[config.mk]
export PLATFORM = sky130hd
export DESIGN_NAME = sd_fifo_rr_sched
export DESIGN_NICKNAME = d
export VERILOG_FILES = /design/src/rtl/sd_fifo_rr_sched_pkg.sv /design/src/rtl/sd_rr_pick.sv /design/src/rtl/sd_fifo_rr_sched.sv
export SDC_FILE = /design/constraint.sdc
export NUM_CORES = 1
export LEC_CHECK = 0
export CORE_ASPECT_RATIO = 0.5
export CORE_MARGIN = 5
export CORE_UTILIZATION = 40
export CTS_BUF_LIST = sky130_fd_sc_hd__clkbuf_16
export CTS_CLUSTER_SIZE = 24
export DETAILED_ROUTE_END_ITERATION = 8
export PLACE_DENSITY = 0.8
export SYNTH_ARGS = -nofsm -noshare
export SYNTH_HDL_FRONTEND = slang
export SYNTH_HIERARCHICAL = 1
export SYNTH_SLANG_ARGS = --single-unit
[constraint.sdc]
create_clock -name clk -period 3.16 [get_ports clk]
set_input_delay 0.948 -clock clk [delete_from_list [all_inputs] [get_ports clk]]
set_output_delay 0.948 -clock clk [all_outputs]
set_load 0.01 [all_outputs]
[src/rtl/sd_fifo_rr_sched_pkg.sv]
// Shared helpers for the sd_fifo_rr_sched round-robin FIFO drain scheduler.
package sd_fifo_rr_sched_pkg;

  // Index width for n items; never collapses to zero bits.
  function automatic int unsigned idx_w(input int unsigned n);
    return (n > 1) ? $clog2(n) : 1;
  endfunction

endpackage

[src/rtl/sd_rr_pick.sv]
// Rotating-priority encoder: first requester after cur, wrapping, cur last.
module sd_rr_pick
  import sd_fifo_rr_sched_pkg::*;
#(
  parameter  int unsigned inputs = 4,
  localparam int unsigned asz    = idx_w(inputs)
) (
  input  logic [inputs-1:0] req,
  input  logic [asz-1:0]    cur,
  output logic [asz-1:0]    sel,
  output logic              sel_valid
);

  always_comb begin
    int idx;
    idx       = 0;
    sel       = '0;
    sel_valid = 1'b0;
    for (int k = 1; k <= int'(inputs); k++) begin
      idx = int'(cur) + k;
      if (idx >= int'(inputs)) idx = idx - int'(inputs);
      if (!sel_valid && req[asz'(idx)]) begin
        sel       = asz'(idx);
        sel_valid = 1'b1;
      end
    end
  end

endmodule

[src/rtl/sd_fifo_rr_sched.sv]
// Round-robin drain of several FIFO tails into one registered output stage.
// Define SD_FIFO_RR_SCHED_PKTLOCK_EN to hold the grant until end-of-packet.
module sd_fifo_rr_sched
  import sd_fifo_rr_sched_pkg::*;
#(
  parameter  int unsigned width  = 8,
  parameter  int unsigned inputs = 4,
  parameter  int unsigned burst  = 4,
  localparam int unsigned asz    = idx_w(inputs),
  localparam int unsigned csz    = idx_w(burst + 1)
) (
  input  logic                    clk,
  input  logic                    reset,
  input  logic [inputs-1:0]       c_srdy,
  output logic [inputs-1:0]       c_drdy,
  input  logic [inputs*width-1:0] c_data,
  output logic                    p_srdy,
  input  logic                    p_drdy,
  output logic [width-1:0]        p_data,
  output logic [asz-1:0]          p_grant
`ifdef SD_FIFO_RR_SCHED_PKTLOCK_EN
  ,
  input  logic [inputs-1:0]       c_eop,
  output logic                    p_eop
`endif
);

  localparam logic [csz-1:0] burst_c = csz'(burst);

  logic             p_srdy_q, p_srdy_d;
  logic [width-1:0] p_data_q, p_data_d;
  logic [asz-1:0]   p_grant_q, p_grant_d;
  logic [asz-1:0]   cur_q, cur_d;
  logic [csz-1:0]   cnt_q, cnt_d;
`ifdef SD_FIFO_RR_SCHED_PKTLOCK_EN
  logic             lock_q, lock_d;
  logic             p_eop_q, p_eop_d;
`endif

  logic             ld_c, hold_c, sel_valid_c, xfer_c;
  logic [asz-1:0]   sel_c;
  logic [asz-1:0]   pick_sel;
  logic             pick_valid;

  sd_rr_pick #(.inputs(inputs)) u_pick (
    .req       (c_srdy),
    .cur       (cur_q),
    .sel       (pick_sel),
    .sel_valid (pick_valid)
  );

  // Grant selection, handshake and next-state for the output stage.
  always_comb begin
    ld_c        = !p_srdy_q || p_drdy;
    hold_c      = (cnt_q != '0) && (cnt_q < burst_c) && c_srdy[cur_q];
`ifdef SD_FIFO_RR_SCHED_PKTLOCK_EN
    hold_c      = hold_c || lock_q;
`endif
    sel_c       = hold_c ? cur_q : pick_sel;
    sel_valid_c = hold_c ? c_srdy[cur_q] : pick_valid;
    xfer_c      = ld_c && sel_valid_c && !reset;

    c_drdy      = '0;
    p_srdy_d    = p_srdy_q;
    p_data_d    = p_data_q;
    p_grant_d   = p_grant_q;
    cur_d       = cur_q;
    cnt_d       = cnt_q;
`ifdef SD_FIFO_RR_SCHED_PKTLOCK_EN
    lock_d      = lock_q;
    p_eop_d     = p_eop_q;
`endif

    if (xfer_c) c_drdy[sel_c] = 1'b1;

    if (ld_c) begin
      if (sel_valid_c) begin
        p_srdy_d  = 1'b1;
        p_data_d  = c_data[sel_c*width +: width];
        p_grant_d = sel_c;
        cur_d     = sel_c;
        // Saturate so a locked packet longer than burst cannot wrap cnt.
        if (hold_c) cnt_d = (cnt_q == burst_c) ? cnt_q : cnt_q + csz'(1);
        else        cnt_d = csz'(1);
`ifdef SD_FIFO_RR_SCHED_PKTLOCK_EN
        lock_d    = !c_eop[sel_c];
        p_eop_d   = c_eop[sel_c];
`endif
      end else begin
        p_srdy_d  = 1'b0;
        cnt_d     = '0;
      end
    end
  end

  always_ff @(posedge clk) begin
    if (reset) begin
      p_srdy_q  <= 1'b0;
      p_data_q  <= '0;
      p_grant_q <= '0;
      cur_q     <= asz'(inputs - 1);
      cnt_q     <= '0;
`ifdef SD_FIFO_RR_SCHED_PKTLOCK_EN
      lock_q    <= 1'b0;
      p_eop_q   <= 1'b0;
`endif
    end else begin
      p_srdy_q  <= p_srdy_d;
      p_data_q  <= p_data_d;
      p_grant_q <= p_grant_d;
      cur_q     <= cur_d;
      cnt_q     <= cnt_d;
`ifdef SD_FIFO_RR_SCHED_PKTLOCK_EN
      lock_q    <= lock_d;
      p_eop_q   <= p_eop_d;
`endif
    end
  end

  assign p_srdy  = p_srdy_q;
  assign p_data  = p_data_q;
  assign p_grant = p_grant_q;
`ifdef SD_FIFO_RR_SCHED_PKTLOCK_EN
  assign p_eop   = p_eop_q;
`endif

endmodule
# Word level (Yosys, flattened, before mapping)
# Cells that the tools add are included.
# op_classes
add_sub_neg	9
n_mul	0
div_mod_pow	0
order_cmp	12
n_eq_ne	2
shifts	1
mux	35
n_bitwise	0
reduce_logical	17
# op_table
operator	n
32-bit by 6-bit indexed part select with 8-bit output	1
2-bit two-way mux	9
2-bit by 4-bit less-than comparator with 1-bit output (second input constant)	4
1-bit two-way mux	16
1-bit binary-select mux with 2-bit select	5
3-bit greater-or-equal comparator (second input constant)	3
3-bit two-way mux	3
1-bit logical AND	8
2-bit by 1-bit subtractor with 2-bit output (second input constant)	4
2-bit by 2-bit adder with 3-bit output (second input constant)	2
2-bit by 3-bit less-than comparator with 1-bit output (second input constant)	2
1-bit zero test	5
2-bit by 3-bit adder with 4-bit output (second input constant)	1
4-bit by 3-bit greater-or-equal comparator with 1-bit output (second input constant)	1
4-bit two-way mux	1
2-bit AND reduction	2
2-bit by 1-bit adder with 3-bit output (second input constant)	1
3-bit by 1-bit adder with 3-bit output (second input constant)	1
3-bit == test (second input constant)	1
3-bit less-than comparator (second input constant)	1
3-bit != test (second input constant)	1
3-bit nonzero test	1
1-bit demux with 2-bit select	1
2-bit by 1-bit greater-or-equal comparator with 1-bit output (second input constant)	1
1-bit logical OR	1
# word_totals
register_bits	16
latch_bits	0
mem_bits_rw	0
mem_bits_ro	0
inputBits	39
out_inout_bits	15
word_cells	81
memories	0

# Longest topological paths before layout
# depth
depth_word	22
mapped_depth	9
mapped_depth_nobuf	8

# By module
# The synthesis kept the hierarchy.
# by_module_without_submodules
module	n_inst	cells_each	area_per_inst_um2	seq_area_each_um2
sd_fifo_rr_sched	1	105	991.0	320.3
sd_rr_pick	1	14	91.3	0.0

# Worst setup path after synthesis
# No wires, ideal clock.
# synth_timing
kind	input to output
startpoint	in c_srdy[2]
endpoint	out c_drdy[2]
t_arrival_ns	2.197
required_time_ns	2.212
slack_ns	0.015
path_stages	7
n_path_buf	1
path_cell_list	and2b_1 > a21oi_2 > o221ai_2 > nand2_1 > o211ai_2 > buf_2 > nor4_1
# synth_via
elab_chain_cells	19
word_cells_on_any_way	39
cone_classes	order compare: 2; mux: 27; reduce/logical: 10
# synth_lines
item	line	source
start, declared	sd_fifo_rr_sched.sv:14	input logic [inputs-1:0] c_srdy,
1-bit binary-select mux with 2-bit select	sd_rr_pick.sv:22	if (!sel_valid && req[asz'(idx)]) begin
1-bit two-way mux (not written as such) (2 in series)	sd_rr_pick.sv:22	
1-bit two-way mux	sd_rr_pick.sv:22	
1-bit zero test	sd_rr_pick.sv:22	
1-bit logical AND	sd_rr_pick.sv:22	
1-bit two-way mux	sd_rr_pick.sv:22	
1-bit zero test	sd_rr_pick.sv:22	
1-bit logical AND	sd_rr_pick.sv:22	
(+3 left out)	--	
2-bit two-way mux *	sd_rr_pick.sv:22	
via pick_sel[0]	sd_fifo_rr_sched.sv:42	logic [asz-1:0] pick_sel;
2-bit two-way mux *	sd_fifo_rr_sched.sv:59	sel_c = hold_c ? cur_q : pick_sel;
2-bit by 3-bit less-than comparator with 1-bit output (not written as such) / 2-bit by 1-bit greater-or-equal comparator with 1-bit output (equally long branches)	sd_fifo_rr_sched.sv:74	if (xfer_c) c_drdy[sel_c] = 1'b1;
1-bit logical AND (not written as such)	sd_fifo_rr_sched.sv:74	
1-bit two-way mux (not written as such)	sd_fifo_rr_sched.sv:74	
1-bit demux with 2-bit select *	sd_fifo_rr_sched.sv:74	
4-bit two-way mux *	sd_fifo_rr_sched.sv:74	
end, declared	sd_fifo_rr_sched.sv:15	output logic [inputs-1:0] c_drdy,
# Mark *: on every way through the listed nets, which the timed path passes. The rest lies on a longest branch. The select of a mux whose other input is x is not followed.

# Worst setup path after layout
# layout_timing
startpoint	in c_srdy[1]
endpoint	out c_drdy[2]
# layout_via
elab_chain_cells	19
word_cells_on_any_way	39
cone_classes	order compare: 2; mux: 27; reduce/logical: 10
# layout_lines
item	line
1-bit binary-select mux with 2-bit select	sd_rr_pick.sv:22
1-bit two-way mux (not written as such) (2 in series)	sd_rr_pick.sv:22
1-bit two-way mux	sd_rr_pick.sv:22
1-bit zero test	sd_rr_pick.sv:22
1-bit logical AND	sd_rr_pick.sv:22
1-bit two-way mux	sd_rr_pick.sv:22
1-bit zero test	sd_rr_pick.sv:22
1-bit logical AND	sd_rr_pick.sv:22
(+2 left out)	--
1-bit logical AND	sd_rr_pick.sv:22
2-bit two-way mux	sd_rr_pick.sv:22
2-bit two-way mux	sd_fifo_rr_sched.sv:59
2-bit by 3-bit less-than comparator with 1-bit output (not written as such) / 2-bit by 1-bit greater-or-equal comparator with 1-bit output (equally long branches)	sd_fifo_rr_sched.sv:74
1-bit logical AND (not written as such)	sd_fifo_rr_sched.sv:74
1-bit two-way mux (not written as such)	sd_fifo_rr_sched.sv:74
1-bit demux with 2-bit select	sd_fifo_rr_sched.sv:74
4-bit two-way mux *	sd_fifo_rr_sched.sv:74
# Every way passes the cells marked *; elsewhere a longest branch is shown, timed or not. The select of a mux whose other input is x is not followed.

==> impl_metrics.env <==
export IMPL_max_freq_mhz=316
export IMPL_worst_min_delay_path_class="reg2reg"
export IMPL_route_vias_total=1242
export IMPL_part_of_the_power_in_registers_pct=26.6
export IMPL_synth_seq_area_share_pct=29.6
export IMPL_floorplan_rows=13
export IMPL_worst_path_required_time_ps=2210
export IMPL_rsz0062_at_grt="true"
export IMPL_switchingPower_mw=0.304
export IMPL_first_pass_grt_wire_length_mm=5.31
export IMPL_power_combinational_fraction_pct=47.6
export IMPL_detailedRoute_firstPassIterationCount=4
export IMPL_drt_first_iter_violations=68
export IMPL_post_route_drc_count=0
export IMPL_syn_num_nets=160
export IMPL_multi_input_gate_area_in_the_final_layout_sq_um=832
export IMPL_post_route_cell_area_sq_um=2020
export IMPL_clockBufferDepth=2
export IMPL_finalSetupViolations=2
export IMPL_syn_cell_area_sq_um=1080
export IMPL_met3_wirelength_from_detailed_routing_microns=281
export IMPL_power_report_internal_total_mw=0.664
export IMPL_met2_wirelength_mm=2.02
export IMPL_overflow=0
export IMPL_dominantRegCellSynth="sky130_fd_sc_hd__dfxtp_1"
export IMPL_detail_route_antenna_nets=0
export IMPL_post_synth_inst_count=119
export IMPL_timing_clock_skew_ps=1.68
export IMPL_areaGrowthSynthToFinish_pct=86.9
export IMPL_grt_util_overall_pct=17.4
export IMPL_clock_insertion_delay_worst_skew_ps=250
export IMPL_tritoncts_clock_tree="done"
export IMPL_cts_hold_buffers_added=0
export IMPL_dpl_instance_area_sq_um=1760
export IMPL_io_buffers=53
export IMPL_clock_sink_count=16
export IMPL_min_to="cnt_q[2]"
export IMPL_clk_pin_slew_ps=50
export IMPL_run_status="complete, but fails checks"
export IMPL_power_ir_vdd_worst_v=0.000308
export IMPL_insertedDiodeCount=0
export IMPL_wl_per_cell_microns=17.2
export IMPL_hold_start="cnt_q[2]"
export IMPL_criticalPathCategory="in2out"
export IMPL_die_width_microns=83.6
export IMPL_reg_to_reg_slack_setup_ps=540
export IMPL_synth_distinct_cells=36
export IMPL_final_net_count=236
export IMPL_worst_flop_to_flop_path_startpoint="cnt_q[0]"
export IMPL_postRouteWirelength_mm=3.97
export IMPL_hpwl_mm=2.52
export IMPL_worstHoldPathCells=2
export IMPL_start_kind="input pin"
export IMPL_core_region_area_sq_um=2590
export IMPL_grt_max_degree=15
export IMPL_finalWorstSetupSlack_ps=-6.56
export IMPL_timing_hold_violations_final=0
export IMPL_failed_checks="setup timing"
export IMPL_cp_end_kind="primary output"
export IMPL_cts_made_buffers=3
export IMPL_ys_warn_count=6
export IMPL_ios=54
export IMPL_tightestPinTransition_ps=583
export IMPL_synth_edff_count=0
export IMPL_vias_in_the_first_global_route=1238
export IMPL_power_static_leakage_nw=0.871
export IMPL_power_share_clock_pct=25.8
export IMPL_final_min_period_over_clock_period_pct=100
export IMPL_synth_async_reset_ratio_pct=0
export IMPL_met1Wirelength_mm=1.53
export IMPL_cellPowerDensity_nw_per_um2=479
export IMPL_total_area_of_sequential_cells_sq_um=320
export IMPL_layout_filler_cells=168
export IMPL_initial_core_util_pct=41.8
export IMPL_antenna_found_initial=0
export IMPL_cap_violations=0
export IMPL_min_period_ps=3170
export IMPL_clock_tree_htree_level_count=1
export IMPL_timing_reg2reg_worst_path_depth=8
export IMPL_finalPower_mw=0.968
export IMPL_timing_max_transition_violations_final=0
export IMPL_setup_total_negative_slack_ps=-7.78
export IMPL_highest_signal_layer="met4"
export IMPL_max_slew_margin_pct=61.0
export IMPL_cp_arrival_ps=2220
export IMPL_routed_via_density=5.38
export IMPL_swShare_pct=31.4
export IMPL_number_of_synthesized_register_bits=16
export IMPL_die_y_microns=46.8
export IMPL_worst_r2r_endpoint="p_data[4]"
export IMPL_die_outline_area_sq_um=3910
export IMPL_share_of_post_route_cells_with_drive_strength_above_1_pct=33.5
export IMPL_cts_root_buf="sky130_fd_sc_hd__clkbuf_16"
export IMPL_syn_area_per_cell_sq_um=9.09
export IMPL_crit_fanout=5
export IMPL_place_gp_congestion=0.798
==> cell type report <==
type	instances	area share, %
multi-input cells	91	41.1
clock buffers	3	3.71
inverters	8	1.48
repair buffers	75	35.4
clock inverters	1	0.186
flip-flops and latches	16	15.8
well taps	37	2.29
==> critical path, stage by stage <==
cell and delay [ps]:
sky130_fd_sc_hd__buf_8 110, sky130_fd_sc_hd__mux2i_1 230, sky130_fd_sc_hd__or2_4 210, sky130_fd_sc_hd__a31oi_4 110
sky130_fd_sc_hd__buf_6 140, sky130_fd_sc_hd__nor4_4 270, sky130_fd_sc_hd__buf_2 190
==> power by group through the flow <==
stage	sequential, mW	combinational [mW]	clock (mW)
after global placement	0.257	0.375	0
final	0.258	0.461	0.250
after CTS	0.256	0.408	0.253
after floorplan	0.270	0.204	0
after global routing	0.260	0.491	0.262
after detailed placement	0.259	0.385	0
==> worst max-delay path by stage <==
| stage | cells after the start | from | slack [ps] | end |
|---|---|---|---|---|
| after floorplan | 7 | c_srdy[2] | 20 | c_drdy[2] |
| after detailed placement | 8 | c_srdy[2] | -820 | c_drdy[2] |
| after global placement | 8 | c_srdy[2] | -750 | c_drdy[2] |
| after global routing | 8 | c_srdy[2] | -70 | c_drdy[1] |
| final | 7 | c_srdy[1] | -7 | c_drdy[2] |
| after CTS | 8 | c_srdy[3] | 30 | c_drdy[2] |
==> Yosys cell counts, drive strengths merged (3+ instances only) <==
| library cell | count | share of area [%] |
|---|---|---|
| nor2 | 18 | 6.2 |
| dfxtp | 16 | 30 |
| mux2i | 11 | 11 |
| a221o | 8 | 7.4 |
| inv | 8 | 2.8 |
| mux2 | 8 | 11 |
| a21oi | 7 | 3.6 |
| nand2 | 5 | 1.7 |
| nand2b | 4 | 2.3 |
| a211oi | 3 | 2.1 |
| nor2b | 3 | 1.7 |
| nor3 | 3 | 1.8 |
==> metal layers <==
layer / global-route usage, % / up-vias
met1: 18.0 / 574
met2: 34.8 / 60
met4: 10.3 / 0
met5: 0 / -
met3: 3.68 / 18
li1: - / 590
==> per-stage QoR <==
stage                     util, %  cells  setup WS, ps  hold slack (ps)
after floorplan                 -    119          15.4              446
after global placement       68.2    222          -751              460
after detailed placement     68.2    222          -821              466
after CTS                    73.1    230          33.4              474
after global routing         78.2    231         -69.7              504
final                        78.2    231         -6.56              481
==> placed cells by master, fill, tap and decap left out, drive strengths merged <==
cell type / instances
a211o: 1
or2: 1
a31oi: 2
or3b: 1
clkbuf: 3
a211oi: 3
o21bai: 1
nor4: 1
and2: 1
clkinv: 1
clkdlybuf4s50: 45
nor2: 18
or3: 1
mux2: 8
o211ai: 1
nand2b: 4
buf: 30
nor3: 3
mux2i: 11
o22ai: 1
dfxtp: 16
nor2b: 3
o221ai: 2
o21ai: 2
inv: 8
nand3: 2
a221o: 8
a21oi: 7
o22a: 1
ha: 2
and2b: 1
nand2: 5
==> state kept, by name, summed over array words and instances, names as in the netlist <==
| register | flops |
|---|---|
| p_grant | 2 |
| cur_q | 2 |
| cnt_q | 3 |
| p_data | 8 |
| p_srdy | 1 |
==> cell families (layout without fill, tap and decap cells) <==
logic type / count (synthesis) / count (layout) / share of synthesized area [%]
adders and majority gates: 2 / 2 / 2.31
and+or+nand+nor: 41 / 41 / 19.3
muxes: 19 / 19 / 21.3
buffers and inverters: 12 / 87 / 4.97
DFF: 16 / 16 / 29.6
AOI/OAI and AO/OA: 29 / 29 / 22.5
==> timing repair <==
item | 4_1_cts | 5_1_grt
pin swaps | 9 | 9
setup buffers | 4 | 1
gates cloned | 0 | 0
gates resized for setup | 45 | 30
setup endpoints to repair | 4 | 4
Power figures use the tool's default switching activity.
